$ cat config.mk
export PLATFORM = sky130hd
export DESIGN_NAME = jtag_burst_dma
export DESIGN_NICKNAME = d
export VERILOG_FILES = /design/src/rtl/jtag_burst_dma.sv
export SDC_FILE = /design/constraint.sdc
export NUM_CORES = 1
export LEC_CHECK = 0
export CAP_MARGIN = 0
export CORE_UTILIZATION = 42
export CTS_BUF_LIST = sky130_fd_sc_hd__clkbuf_4
export DETAILED_ROUTE_END_ITERATION = 10
export GPL_TIMING_DRIVEN = 0
export PLACE_DENSITY = 0.78
export SLEW_MARGIN = 20
export SYNTH_ARGS = -nofsm -noshare
export SYNTH_HDL_FRONTEND = slang
export SYNTH_SLANG_ARGS = --single-unit
$ cat constraint.sdc
create_clock -name clock -period 2.35 [get_ports clock]
set_clock_uncertainty 0.1 [all_clocks]
set_input_delay 0.47 -clock clock [delete_from_list [all_inputs] [get_ports clock]]
set_output_delay 0.47 -clock clock [all_outputs]
set_load 0.01 [all_outputs]
$ cat src/rtl/jtag_burst_dma.sv
// Burst DMA between the JTAG dual-port buffer and the system bus, 1..MAX_BURST words per transaction.
// Define JTAG_DMA_BURST_EN for multi-word bursts; otherwise every transfer is a single word.

// jtag_dma_fifo: show-ahead FIFO staging buffer words ahead of the bus.
// Latency: a pushed word is visible at the head on the following cycle.
// Backpressure: push ignored when full, pop ignored when empty; flush overrides both.
module jtag_dma_fifo #(
   parameter int W     = 32,
   parameter int DEPTH = 16
) (
   input  logic         clock,
   input  logic         reset,
   input  logic         flush,
   input  logic         push_vld,
   input  logic [W-1:0] push_dat,
   input  logic         pop_rdy,
   output logic [W-1:0] head_dat,
   output logic         head_vld
);
   generate
      if (DEPTH == 1) begin : g_reg
         logic [W-1:0] dat_q;
         logic         vld_q;

         always_ff @(posedge clock or negedge reset) begin
            if (!reset) begin
               dat_q <= '0;
               vld_q <= 1'b0;
            end else if (flush) begin
               vld_q <= 1'b0;
            end else if (push_vld && !vld_q) begin
               dat_q <= push_dat;
               vld_q <= 1'b1;
            end else if (pop_rdy && vld_q) begin
               vld_q <= 1'b0;
            end
         end

         assign head_dat = dat_q;
         assign head_vld = vld_q;
      end else begin : g_ram
         localparam int AW = $clog2(DEPTH);
         logic [W-1:0]  mem [DEPTH];
         logic [AW-1:0] wr_ptr, rd_ptr;
         logic [AW:0]   cnt;
         logic          do_push, do_pop;

         assign do_push = push_vld && (cnt != DEPTH[AW:0]) && !flush;
         assign do_pop  = pop_rdy && (cnt != '0) && !flush;

         always_ff @(posedge clock) begin
            if (do_push) mem[wr_ptr] <= push_dat;
         end

         // DEPTH is a power of two, so the pointers wrap naturally.
         always_ff @(posedge clock or negedge reset) begin
            if (!reset) begin
               wr_ptr <= '0;
               rd_ptr <= '0;
               cnt    <= '0;
            end else if (flush) begin
               wr_ptr <= '0;
               rd_ptr <= '0;
               cnt    <= '0;
            end else begin
               if (do_push) wr_ptr <= wr_ptr + 1'b1;
               if (do_pop)  rd_ptr <= rd_ptr + 1'b1;
               cnt <= cnt + {{AW{1'b0}}, do_push} - {{AW{1'b0}}, do_pop};
            end
         end

         assign head_dat = mem[rd_ptr];
         assign head_vld = (cnt != '0);
      end
   endgenerate
endmodule

// jtag_burst_dma: buffer->bus write bursts (prefetched into a FIFO) and bus->buffer read bursts.
// Latency: write begins after N+1 fetch cycles plus arbitration; read words hit the buffer in their valid cycle.
// Backpressure: busyIN holds the FIFO head on the bus; the buffer is never touched while the bus stalls.
module jtag_burst_dma #(
   parameter int BUF_ADDR_W = 9,
   parameter int MAX_BURST  = 16
) (
   input  logic                  clock,
   input  logic                  reset,
   input  logic                  ipcore_dataReady,
   input  logic                  ipcore_readReady,
   input  logic [3:0]            ipcore_byteEnable,
   input  logic [31:0]           ipcore_address_to_read,
   input  logic [7:0]            ipcore_burst_len,
   input  logic [BUF_ADDR_W-1:0] ipcore_buf_base,
   output logic                  ipcore_switch_ready,
   output logic                  ipcore_done,
   output logic                  ipcore_error,
   output logic [BUF_ADDR_W-1:0] bufferAddress,
   output logic [31:0]           dataIn,
   output logic                  writeEnable,
   input  logic [31:0]           dataOut,
   input  logic [31:0]           address_dataIN,
   input  logic                  end_transactionIN,
   input  logic                  data_validIN,
   input  logic                  busyIN,
   input  logic                  errorIN,
   output logic [31:0]           address_dataOUT,
   output logic [3:0]            byte_enableOUT,
   output logic [7:0]            busrt_sizeOUT,
   output logic                  read_n_writeOUT,
   output logic                  begin_transactionOUT,
   output logic                  end_transactionOUT,
   output logic                  data_validOUT,
   output logic                  busyOUT,
   output logic                  request,
   input  logic                  granted,
   output logic [3:0]            s_dma_cur_state
);
   typedef enum logic [3:0] {
      IDLE  = 4'd0,
      FETCH = 4'd1,
      WREQ  = 4'd2,
      WHS   = 4'd3,
      SEND  = 4'd4,
      WEND  = 4'd5,
      RREQ  = 4'd6,
      RHS   = 4'd7,
      RDATA = 4'd8,
      DONE  = 4'd9
   } state_t;

   state_t                state_q, state_d;
   logic [31:0]           addr_q;
   logic [3:0]            be_q;
   logic [7:0]            len_q, len_clamp, len_nxt;
   logic [BUF_ADDR_W-1:0] base_q;
   logic                  err_q;
   logic                  pend_q;
   logic [8:0]            issue_cnt, push_cnt, word_cnt, len9;
   logic                  start, bus_err, owns_bus, issue, pop, flush, rx_wr;
   logic [31:0]           head_dat;
   logic                  head_vld;

   assign len_clamp = (ipcore_burst_len > 8'(MAX_BURST - 1)) ? 8'(MAX_BURST - 1) : ipcore_burst_len;

`ifdef JTAG_DMA_BURST_EN
   localparam int FIFO_DEPTH = MAX_BURST;
   assign len_nxt = len_clamp;
`else
   localparam int FIFO_DEPTH = 1;
   // Single-word build: the latched length is always zero.
   assign len_nxt = len_clamp & 8'h00;
`endif

   assign len9     = {1'b0, len_q};
   assign start    = (state_q == IDLE) && (ipcore_dataReady || ipcore_readReady);
   assign bus_err  = errorIN && (state_q != IDLE) && (state_q != DONE);
   assign owns_bus = (state_q == WHS) || (state_q == SEND) || (state_q == RHS) || (state_q == RDATA);
   assign issue    = (state_q == FETCH) && (issue_cnt <= len9);
   assign pop      = (state_q == SEND) && !busyIN && head_vld && !bus_err;
   assign flush    = (state_q == IDLE) || (state_q == DONE) || bus_err;
   // Words past the latched length are accepted from the bus but never written.
   assign rx_wr    = (state_q == RDATA) && data_validIN && (word_cnt <= len9);

   jtag_dma_fifo #(
      .W     (32),
      .DEPTH (FIFO_DEPTH)
   ) u_fifo (
      .clock    (clock),
      .reset    (reset),
      .flush    (flush),
      .push_vld (pend_q),
      .push_dat (dataOut),
      .pop_rdy  (pop),
      .head_dat (head_dat),
      .head_vld (head_vld)
   );

   always_ff @(posedge clock or negedge reset) begin
      if (!reset) begin
         state_q   <= IDLE;
         addr_q    <= '0;
         be_q      <= '0;
         len_q     <= '0;
         base_q    <= '0;
         err_q     <= 1'b0;
         pend_q    <= 1'b0;
         issue_cnt <= '0;
         push_cnt  <= '0;
         word_cnt  <= '0;
      end else begin
         state_q <= state_d;
         if (start) begin
            addr_q <= ipcore_address_to_read;
            be_q   <= ipcore_byteEnable;
            len_q  <= len_nxt;
            base_q <= ipcore_buf_base;
         end
         if (bus_err)    err_q <= 1'b1;
         else if (start) err_q <= 1'b0;
         // Buffer read data arrives one cycle after the address, so the push trails the issue.
         pend_q <= issue;
         if ((state_q == IDLE) || (state_q == DONE)) begin
            issue_cnt <= '0;
            push_cnt  <= '0;
            word_cnt  <= '0;
         end else begin
            if (issue)        issue_cnt <= issue_cnt + 9'd1;
            if (pend_q)       push_cnt  <= push_cnt + 9'd1;
            if (pop || rx_wr) word_cnt  <= word_cnt + 9'd1;
         end
      end
   end

   always_comb begin
      state_d              = state_q;
      ipcore_switch_ready  = 1'b0;
      ipcore_done          = 1'b0;
      request              = 1'b0;
      begin_transactionOUT = 1'b0;
      end_transactionOUT   = 1'b0;
      data_validOUT        = 1'b0;
      read_n_writeOUT      = 1'b0;
      address_dataOUT      = '0;
      byte_enableOUT       = '0;
      busrt_sizeOUT        = '0;
      bufferAddress        = '0;
      writeEnable          = 1'b0;
      dataIn               = '0;

      unique case (state_q)
         IDLE: begin
            ipcore_switch_ready = 1'b1;
            if (ipcore_dataReady)      state_d = FETCH;
            else if (ipcore_readReady) state_d = RREQ;
         end
         FETCH: begin
            if (issue) bufferAddress = base_q + BUF_ADDR_W'(issue_cnt);
            if (pend_q && (push_cnt == len9)) state_d = WREQ;
         end
         WREQ: begin
            request = 1'b1;
            if (granted) state_d = WHS;
         end
         WHS: begin
            begin_transactionOUT = 1'b1;
            address_dataOUT      = addr_q;
            byte_enableOUT       = be_q;
            busrt_sizeOUT        = len_q;
            state_d              = SEND;
         end
         SEND: begin
            data_validOUT   = 1'b1;
            address_dataOUT = head_dat;
            if (pop && (word_cnt == len9)) state_d = WEND;
         end
         WEND: begin
            end_transactionOUT = 1'b1;
            state_d            = DONE;
         end
         RREQ: begin
            request = 1'b1;
            if (granted) state_d = RHS;
         end
         RHS: begin
            begin_transactionOUT = 1'b1;
            read_n_writeOUT      = 1'b1;
            address_dataOUT      = addr_q;
            byte_enableOUT       = be_q;
            busrt_sizeOUT        = len_q;
            state_d              = RDATA;
         end
         RDATA: begin
            if (rx_wr) begin
               writeEnable   = 1'b1;
               bufferAddress = base_q + BUF_ADDR_W'(word_cnt);
               dataIn        = address_dataIN;
            end
            if (end_transactionIN) state_d = DONE;
         end
         DONE: begin
            ipcore_switch_ready = 1'b1;
            ipcore_done         = 1'b1;
            state_d             = IDLE;
         end
         default: state_d = IDLE;
      endcase

      // A bus error aborts from any active state; release the bus if we hold it.
      if (bus_err) begin
         state_d = IDLE;
         if (owns_bus) end_transactionOUT = 1'b1;
      end
   end

   assign busyOUT         = 1'b0;
   assign ipcore_error    = err_q;
   assign s_dma_cur_state = state_q;
endmodule

==> flow_metrics.py, run 1 <==
metrics = {
    "die": {
        "dieHeight_um": 121,
        "ios": 225,
        "start_util_pct": 43.0,
        "dieWidth_um": 121,
        "dieArea_mm2": 0.0147,
        "core_mm2": 0.0139,
        "rows": 43,
    },
    "power": {
        "switching_share_pct": 37.1,
        "p_switching_uw": 3790,
        "vdd_drop_max_v": 0.000609,
        "power.density_mw_per_mm2": 963,
        "power_frac_comb_pct": 59.0,
        "power_frac_seq_pct": 31.6,
        "p_leak_uw": 0.00483,
        "clockPowerShare_pct": 9.4,
        "p_int_uw": 6430,
    },
    "worst_setup_path": {
        "worstPathCellList": "buf_4 > fa_2 > a21oi_4 > o21ai_2 > a21boi_1 > o21bai_1 > xnor2_1 > o22ai_2 > buf_2",
        "critPathRequiredTime_ns": 1.78,
        "critical-path-max-stage-delay_ns": 0.49,
        "startpoint_type": "flip-flop",
        "critPathKind": "reg -> out",
        "slowest_stage": "dfrtp_2",
        "critPathArrivalTime_ns": 2.59,
        "crit_path_end_kind": "primary output",
        "r2r_slack_ns": -0.45,
        "worstPathMaxFanout": 4,
    },
    "timing": {
        "relSlewSlack_pct": 59.7,
        "timing.final.ws_setup_ns": -0.807,
        "hold_viol": 0,
        "rsz0062_at_grt": "yes",
        "period_minus_slack_ns": 3.16,
        "period_share_pct": 134,
        "fmax_ghz": 0.317,
        "slew_violations": 0,
        "report.final.setup_viol": 125,
        "worstMarginPinSlew_ns": 0.605,
    },
    "global_route": {
        "grt-ovfl-total": 0,
        "grt.total_usage_pct": 26.6,
        "grt_first_pass_wirelength_mm": 30.0,
        "grt_pass1_vias": 5919,
        "grt_max_degree": 60,
        "antenna_found_initial": 0,
    },
    "logic_synthesis": {
        "ys_ff_latch": 111,
        "synthTopCellsByCount": "dfrtp_1 (111), mux2_2 (69), and2_1 (44), a22o_1 (35), nor2_1 (32)",
        "synth_top_cell_by_area": "dfrtp_1",
        "synth_area_mm2": 0.00597,
        "yosys.area_share.simple_pct": 13.9,
        "synth_top_flop_cell": "dfrtp_1",
        "synth_cells": 537,
        "yosysWarnings": 0,
        "synth.yosys.seq_area_share_pct": 46.5,
        "synthArstFlopShare_pct": 100,
        "synth_edf_count": 0,
        "synth_fa_ha_area_share_pct": 5.28,
        "synth_top_family_by_area": "multiplexers",
        "yosysUniqueCellTypes": 48,
        "yosysMostFrequentCell": "dfrtp_1",
        "synth_top_cell_area_share_pct": 46.5,
        "synthMuxAreaShare_pct": 15.0,
        "synth_area_leaders": "dfrtp_1 (47%), mux2_2 (13%), a22o_1 (5.1%)",
        "synth-xor-area-share_pct": 3.81,
        "synth_compound_area_share_pct": 11.2,
        "synth_area_per_cell_um2": 11.1,
    },
    "route": {
        "drt_iter0_markers": 210,
        "wire_per_inst_um": 19.7,
        "drtAntennaViolNets": 0,
        "dr.pass1.iters": 4,
        "drc_errors": 0,
        "drt-total-wl_mm": 20.9,
        "vias": 5681,
        "avgViaCountPerCell": 5.34,
    },
    "layout": {
        "instances_no_fill": 1064,
        "syn_to_final_growth_pct": 77.7,
        "final_area_mm2": 0.0106,
        "diodes": 0,
        "layout-drive-gt1-share_pct": 51.2,
        "fin_nets": 1029,
    },
    "hold_path": {
        "hold_path_class": "in -> async",
    },
    "clock_tree": {
        "clk_path_buf_depth": 2,
        "cts_max_level": 3,
        "cts_num_sinks": 111,
        "worstSkewPairLatency_ns": 0.50,
        "cts_tree": "yes",
        "clk_pin_slew_worst_paths_ns": 0.19,
        "cts_buffers": 9,
        "root_buffer": "clkbuf_4",
    },
    "outcome": {
        "failed_checks": "negative setup slack",
        "run_status": "finished with violations",
    },
    "placement": {
        "dp.cells": 933,
        "placed_area_mm2": 0.00835,
        "preCtsSetupSlack_ns": -0.976,
        "portBuffers": 207,
        "place_congestion": 0.923,
        "dpl.hpwl_mm": 12.3,
    },
    "run": {
        "drv_cap": 0,
    },
}
cell type report:
cell class	count	area (um^2)
Inverter	16	80.1
Clock buffer	9	67.6
Fill cell	824	3270
Buffer	30	387
Sequential cell	111	2790
Tap cell	180	225
Clock inverter	7	61.3
Multi-Input combinational cell	381	3690
Timing Repair Buffer	330	3300
power by group through the flow:
| stage | clock [uW] | combinational (uW) | sequential, uW |
|---|---|---|---|
| 2_1_floorplan | 0 | 2420 | 3050 |
| 3_3_place_gp | 0 | 3680 | 3150 |
| 3_5_place_dp | 0 | 3810 | 3200 |
| 4_1_cts | 961 | 5240 | 3180 |
| 5_1_grt | 1030 | 6380 | 3310 |
| 6_report | 962 | 6030 | 3230 |
flip-flops by register name, summed over array words and instances (netlist names):
signal / flops
ipcore_error: 1
word_cnt: 9
s_dma_cur_state: 4
base_q: 9
issue_cnt: 9
pend_q: 1
push_cnt: 9
u_fifo.head_dat: 32
addr_q: 32
be_q: 4
u_fifo.head_vld: 1
path summary, 6_finish.rpt:
| path | from | endpoint | cells past startpoint |
|---|---|---|---|
| max in group asynchronous | reset | base_q[0] | 3 |
| min in group clock | addr_q[3] | addr_q[3] | 1 |
| hold reg to reg | addr_q[3] | addr_q[3] | 1 |
| setup / recovery | base_q[1] | bufferAddress[8] | 9 |
| hold / removal | reset | addr_q[30] | 2 |
| setup reg to reg | s_dma_cur_state[0] | u_fifo.head_dat[26] | 14 |
layout by cell type (no fill, tap or decap), drive strengths merged, types with 3 or more instances in the layout:
master / Yosys / routed
xnor2: 14 / 14
xor2: 12 / 12
a21o: 4 / 4
a21oi: 16 / 16
nand2b: 5 / 5
nor2: 33 / 33
dfrtp: 111 / 111
clkdlybuf4s50: 0 / 119
clkinv: 0 / 4
and2: 44 / 44
nor3b: 3 / 3
o31ai: 3 / 3
inv: 16 / 19
o22ai: 4 / 4
conb: 1 / 9
a22o: 35 / 35
nand4: 5 / 5
ha: 22 / 22
o21ai: 17 / 17
nor4b: 6 / 6
clkbuf: 19 / 20
nand3: 10 / 10
or3: 3 / 3
mux2: 77 / 77
nand2: 24 / 24
buf: 18 / 227
o21bai: 3 / 3
mux2i: 3 / 3
nor3: 5 / 5
nor2b: 5 / 5
per-layer routing:
layer,GRT usage (%),vias up,share of wire (%)
met5,0,-,0
met4,8.80,0,2.5
met3,7.99,44,8.2
met2,48.4,252,52
met1,29.2,2816,37
li1,-,2569,-
per-stage QoR:
step	power, uW	TNS, ns	util, %	hold WS (ns)
after global placement	6830	-454.07	60.0	0.369
after detailed placement	7010	-78.79	60.2	0.359
after global routing	10700	-60.86	76.4	0.396
after floorplan	5470	0	-	0.0744
after CTS	9380	-37.95	71.6	0.357
final	10200	-52.15	76.4	0.357
cells by family (layout without fill, tap and decap cells):
logic type / after synthesis / after routing
simple gates: 148 / 148
compound gates: 94 / 94
mux: 80 / 80
flops: 111 / 111
other cells: 1 / 9
fa+ha+maj: 24 / 24
buf+inv: 53 / 392
xor+xnor: 26 / 26
repair_timing:
| item | in CTS | in global routing |
|---|---|---|
| buffers inserted | 85 | 33 |
| resized for setup | 600 | 147 |
| endpoints found under the setup margin | 169 | 129 |
| hold buffers | 1 | 0 |
| gates cloned | 9 | 2 |
| hold endpoints to repair | 52 | 0 |
| pin swaps | 70 | 53 |
critical path, delay by kind of cell (launching register included):
kind,cells,cell delay [ns]
buf+inv,2,0.30
fa+ha+maj,1,0.42
flops,1,0.49
xor+xnor,1,0.23
compound gates,5,0.64
No activity file was read; power rests on OpenSTA's default activity.
==> run 2: changes to the inputs <==
--- a/config.mk
+++ b/config.mk
@@ -5,12 +5,12 @@
 export SDC_FILE = /design/constraint.sdc
 export NUM_CORES = 1
 export LEC_CHECK = 0
-export CAP_MARGIN = 0
-export CORE_UTILIZATION = 42
+export CORE_UTILIZATION = 45
 export CTS_BUF_LIST = sky130_fd_sc_hd__clkbuf_4
 export DETAILED_ROUTE_END_ITERATION = 10
+export DONT_BUFFER_PORTS = 1
 export GPL_TIMING_DRIVEN = 0
-export PLACE_DENSITY = 0.78
+export PLACE_DENSITY = 0.6
 export SLEW_MARGIN = 20
 export SYNTH_ARGS = -nofsm -noshare
 export SYNTH_HDL_FRONTEND = slang
==> run 2 against run 1 <==
Net effect:
- the flow finishes with violations (negative hold slack, negative setup slack)
- routed wire length decreased by 20%
- non-clock buffer count shrank 195
- worst hold slack worse by 0.80 ns
- count of clock-buffer cells in the layout stayed put
- setup slack better by 0.14 ns
- via count is 17% lower
- critical path type unchanged
- critical endpoint unchanged
- largest power group unchanged
==> flow_metrics.py, run 2 (synthesis gave the netlist of run 1 again) <==
metrics = {
    "outcome": {
        "run_status": "finished with violations",
        "failed_checks": "negative hold slack, negative setup slack",
    },
    "clock_tree": {
        "cts_num_sinks": 111,
        "cts_max_level": 3,
        "cts_buffers": 9,
        "cts_tree": "yes",
        "clk_pin_slew_worst_paths_ns": 0.16,
        "clk_path_buf_depth": 2,
        "root_buffer": "clkbuf_4",
        "worstSkewPairLatency_ns": 0.49,
    },
    "global_route": {
        "grt_first_pass_wirelength_mm": 24.8,
        "grt_pass1_vias": 4800,
        "antenna_found_initial": 0,
        "grt_max_degree": 112,
        "grt-ovfl-total": 0,
        "grt.total_usage_pct": 24.3,
    },
    "route": {
        "drc_errors": 0,
        "drt_iter0_markers": 205,
        "vias": 4712,
        "dr.pass1.iters": 4,
        "wl_met1_mm": 6.46,
        "wire_per_inst_um": 19.4,
        "top_layer": "met4",
        "met3WireLength_mm": 1.16,
        "drt-total-wl_mm": 16.7,
        "met2_length_mm": 8.60,
        "avgViaCountPerCell": 5.47,
        "drtAntennaViolNets": 0,
    },
    "timing": {
        "rsz0062_at_grt": "yes",
        "worstMarginPinSlew_ns": 0.591,
        "hold_viol": 111,
        "slew_violations": 0,
        "fin_tns_setup_ns": -22.23,
        "report.final.setup_viol": 85,
        "period_share_pct": 128,
        "timing.final.ws_setup_ns": -0.665,
        "fmax_ghz": 0.332,
        "hold_slack_ns": -0.442,
        "relSlewSlack_pct": 60.6,
        "period_minus_slack_ns": 3.02,
    },
    "worst_setup_path": {
        "critPathRequiredTime_ns": 1.78,
        "r2r_slack_ns": -0.14,
        "critPathKind": "reg -> out",
        "worstPathCellList": "ha_4 > fa_2 > a21oi_2 > o21ai_2 > a21boi_1 > o21bai_1 > xnor2_1 > o22ai_2",
        "worstPathMaxFanout": 3,
        "critical-path-max-stage-delay_ns": 0.50,
        "slowest_stage": "dfrtp_2",
        "crit_path_end_kind": "primary output",
        "critPathArrivalTime_ns": 2.45,
        "crit_buf_inv": 0,
        "critPathTopFamily": "compound AO/OA/AOI/OAI gates",
        "startpoint_type": "flip-flop",
        "r2r_cells": 9,
        "r2r-start": "s_dma_cur_state[0]",
        "reg2reg_to": "word_cnt[8]",
    },
    "die": {
        "rows": 41,
        "ios": 225,
        "start_util_pct": 46.7,
        "dieHeight_um": 117,
        "dieArea_mm2": 0.0137,
        "core_mm2": 0.0128,
        "dieWidth_um": 117,
    },
    "power": {
        "switching_share_pct": 37.6,
        "power.density_mw_per_mm2": 1040,
        "power_frac_comb_pct": 51.4,
        "clockPowerShare_pct": 10.9,
        "power_frac_seq_pct": 37.6,
        "p_leak_uw": 0.00385,
        "vdd_drop_max_v": 0.000742,
        "p_int_uw": 5600,
        "p_switching_uw": 3370,
    },
    "run": {
        "drv_cap": 0,
    },
    "layout": {
        "utilization_pct": 67.4,
        "final_cell_mix": "dfrtp_1 (101), dlygate4sd3_1 (70), mux2_2 (69)",
        "syn_to_final_growth_pct": 44.3,
        "layout-drive-gt1-share_pct": 44.4,
        "multi_input_area_mm2": 0.00366,
        "area.sequential_mm2": 0.00279,
        "n_fill_cell": 955,
        "final_common_cell": "dfrtp_1",
        "diodes": 0,
        "fin_nets": 834,
    },
    "placement": {
        "dpl.hpwl_mm": 10.4,
        "place_congestion": 0.820,
        "portBuffers": 0,
    },
    "hold_path": {
        "hold_path_class": "in -> async",
    },
}
## run 2: cell count changes in the layout (fill, tap and decap cells not counted), moves of 32 or more
| cell | before | now |
|---|---|---|
| a22o_1 | 34 | 1 |
| a22o_4 | 1 | 34 |
| buf_2 | 33 | 0 |
| buf_6 | 102 | 23 |
| clkdlybuf4s50_1 | 119 | 0 |
| dlygate4sd3_1 | 1 | 70 |
| mux2_4 | 32 | 0 |
## run 2: worst max-delay path by stage
stage | start | to | slack, ns | depth (start not counted)
after detailed placement | s_dma_cur_state[0] | bufferAddress[5] | -0.57 | 6
after floorplan | word_cnt[0] | bufferAddress[8] | 0.02 | 8
final | base_q[0] | bufferAddress[8] | -0.67 | 8
after global placement | s_dma_cur_state[0] | bufferAddress[0] | -0.57 | 6
after global routing | base_q[0] | bufferAddress[8] | -0.81 | 8
after CTS | base_q[0] | bufferAddress[8] | -0.68 | 8
## run 2: timing repair
action                                  in CTS  in global routing
hold buffers                                67                  3
resized for setup                          155                 98
hold endpoints to repair                   178                114
setup buffers                               30                 20
cloned                                       5                  5
pin swaps                                   54                 59
endpoints found under the setup margin     169                151
## run 2: cell type report
type / instances / area share [%]
multi-input combinational: 381 / 42.5
timing repair buffer: 128 / 14.7
clock inverter: 7 / 0.828
buffer: 37 / 5.58
clock buffer: 9 / 0.784
inverter: 16 / 0.784
sequential: 111 / 32.4
tap: 172 / 2.50
## run 2: routing by layer
layer | GRT usage [%] | vias to the layer above
li1 | - | 2184
met1 | 28.3 | 2276
met2 | 42.2 | 215
met3 | 6.39 | 37
met4 | 10.9 | 0
met5 | 0 | -
## run 2: power groups by stage
stage	clock network (uW)	logic (uW)	registers [uW]
floorplan	0	2420	3050
global placement	0	2880	3200
detailed placement	0	2950	3240
CTS	1020	4130	3320
global route	1070	4940	3480
finish	981	4610	3380
## run 2: stage by stage
stage          hold slack (ns)  std cells  power [uW]  cell area (um^2)  setup WS, ns
2_1_floorplan           0.0744        545        5470              6020        0.0209
3_3_place_gp            0.0791        717        6080              6240        -0.574
3_5_place_dp            0.0804        717        6190              6240        -0.569
4_1_cts                 -0.490        835        8470              8060        -0.676
5_1_grt                 -0.485        861        9490              8610        -0.814
6_report                -0.442        861        8970              8610        -0.665
==> edit (config.mk and constraints of run 2) <==
Reset style: synchronous (`reset`), changed in 3 clocked blocks.
--- a/src/rtl/jtag_burst_dma.sv
+++ b/src/rtl/jtag_burst_dma.sv
@@ -22,7 +22,7 @@
          logic [W-1:0] dat_q;
          logic         vld_q;
 
-         always_ff @(posedge clock or negedge reset) begin
+         always_ff @(posedge clock) begin
             if (!reset) begin
                dat_q <= '0;
                vld_q <= 1'b0;
@@ -53,7 +53,7 @@
          end
 
          // DEPTH is a power of two, so the pointers wrap naturally.
-         always_ff @(posedge clock or negedge reset) begin
+         always_ff @(posedge clock) begin
             if (!reset) begin
                wr_ptr <= '0;
                rd_ptr <= '0;
@@ -174,7 +174,7 @@
       .head_vld (head_vld)
    );
 
-   always_ff @(posedge clock or negedge reset) begin
+   always_ff @(posedge clock) begin
       if (!reset) begin
          state_q   <= IDLE;
          addr_q    <= '0;
Behaviour: differs if reset is asserted again (counterexample within 4 cycles, from zero or initial values and one cycle with reset low); with reset held inactive, the same outputs for 10 cycles.
==> edit against run 2 <==
The run ends with setup timing left; sequential cell count unchanged; critical path depth decreased by 2; final cell count increased by 20%; register-to-register slack improved by 170 ps; maximum frequency increased by 9.0%; critical path type unchanged; design area increased by 1.5%; total power decreased by 28%; synthesized area decreased by 1.3%; wire length increased by 13%; worst setup slack improved by 250 ps; global-route usage increased by 3.0 points; largest cell class unchanged.
==> edit: results (changes against run 2) <==
* Wire length of the first global-routing pass at 28.4 mm (+14%)
* Vias per inst at 5.44 (-0.56%)
* Unique masters post-synth at 54 (+13%)
* Dominant combinational cell family by area after synthesis: simple AND/OR/NAND/NOR gates
* Half-perimeter wire length after placement at 11.9 mm (+15%)
* Overall Global Routing Usage at 0.273 (+0.0295)
* Maximum fanout along the worst path at 6 (+3)
* M1 wire length at 7.33 mm (+14%)
* Hold Crit Class: input pin to flop
* Result of the run: finished, violations left
* Share of synthesized flip-flops with an asynchronous set or reset at 0 (-1.00)
* Cell types with the largest area share after synthesis: dfxtp_1 38%, nand2_1 11%, a21boi_0 8.7%
* VDD IR-drop max at 0.386 mV (-48%)
* Most instantiated cells after synthesis: 174 x nand2_1, 111 x dfxtp_1, 68 x a21boi_0, 43 x and2_1, 36 x a22o_1
* Total placed cells including tap cells at 892 (+24%)
* Post-cts hold buffer count at 73 (+9.0%)
* Reg-to-reg setup timing slack at 30 ps (+170 ps)
* Sum of met3 wire segment lengths after detailed routing at 1.27 mm (+9.3%)
* Share of the synthesized area in compound gates (AO/OA/AOI/OAI) at 0.218 (+0.106)
* Net switching power at 2.59 mW (-23%)
* Failing checks: setup timing
* Pleak at 3.56 nW (-7.5%)
* Final setup violation count at 81 (-4.7%)
* Delay of the slowest cell on the worst path at 430 ps (-70 ps)
* Post-DR wirelength/cell at 18.2 um (-6.0%)
* Length in cells of the worst reg-to-reg path at 10 (+1)
* Number of global-route vias before repair at 5640 (+18%)
* Main flop type after synthesis: dfxtp_1
* Number of nets in the finished design at 1005 (+21%)
* Max-slew headroom at 0.597 (-0.00904)
* Routability congestion estimate from global placement at 0.891 (+8.7%)
* Maximum number of pins on one net before global-route repair at 18 (-84%)
* Initial DRC Count at 245 (+20%)
* Xor/xnor cell area share of the yosys netlist at 0.0461 (+0.00795)
* Launch point of the critical path: word_cnt[5]
* Final wirelength at 18.8 mm (+13%)
* Mux cell area share after synthesis at 0.00850 (-0.142)
* Adder and majority cell fraction of the synthesized area at 0.0535 (+0.000718)
* Average size of a mapped cell at 8.27 sq um (-26%)
* Critical-path top delay cell: dfxtp_4
* Worst flop-to-flop path endpoint: word_cnt[8]
* Cell area after placement at 0.00614 sq mm (-1.6%)
* Reported combinational group power at 2.98 mW (-35%)
* Launch point of the worst reg-to-reg path: s_dma_cur_state[0]
* Final setup margin at -416 ps (+249 ps)
* Total negative slack at -17990 ps (+4250 ps)
* Clock Power Share at 0.157 (+0.048)
* Share of layout cells above drive strength 1 at 0.304 (-0.140)
==> edit: cell types whose count changed after synthesis, sizes merged, moves of 5 or more <==
cell / run 2 / this run
dfxtp: 0 / 111
xnor2: 14 / 20
buf: 18 / 27
a21o: 4 / 10
inv: 16 / 11
mux2: 77 / 0
clkbuf: 19 / 29
dfrtp: 111 / 0
nor4: 2 / 9
nand2: 24 / 174
a21boi: 2 / 77
o21ai: 17 / 12
==> edit: routing by layer <==
metal	up-vias	track usage
li1	2707	-
met1	2658	0.302
met2	219	0.503
met3	27	0.0638
met4	0	0.104
met5	-	0
==> edit: per-stage QoR <==
stage | util | total power [mW]
floorplan | - | 3.78
global placement | 0.484 | 4.25
detailed placement | 0.484 | 4.31
CTS | 0.664 | 6.08
global route | 0.690 | 6.78
finish | 0.690 | 6.42
==> edit: final cells by class <==
class	instances	area, sq um
clock buffers	11	82.6
flip-flops and latches	111	2280
fillers	965	3930
repair buffers	124	1290
plain buffers	55	477
inverters	11	41.3
clock inverters	4	55.1
multi-input cells	543	4310
well taps	172	215
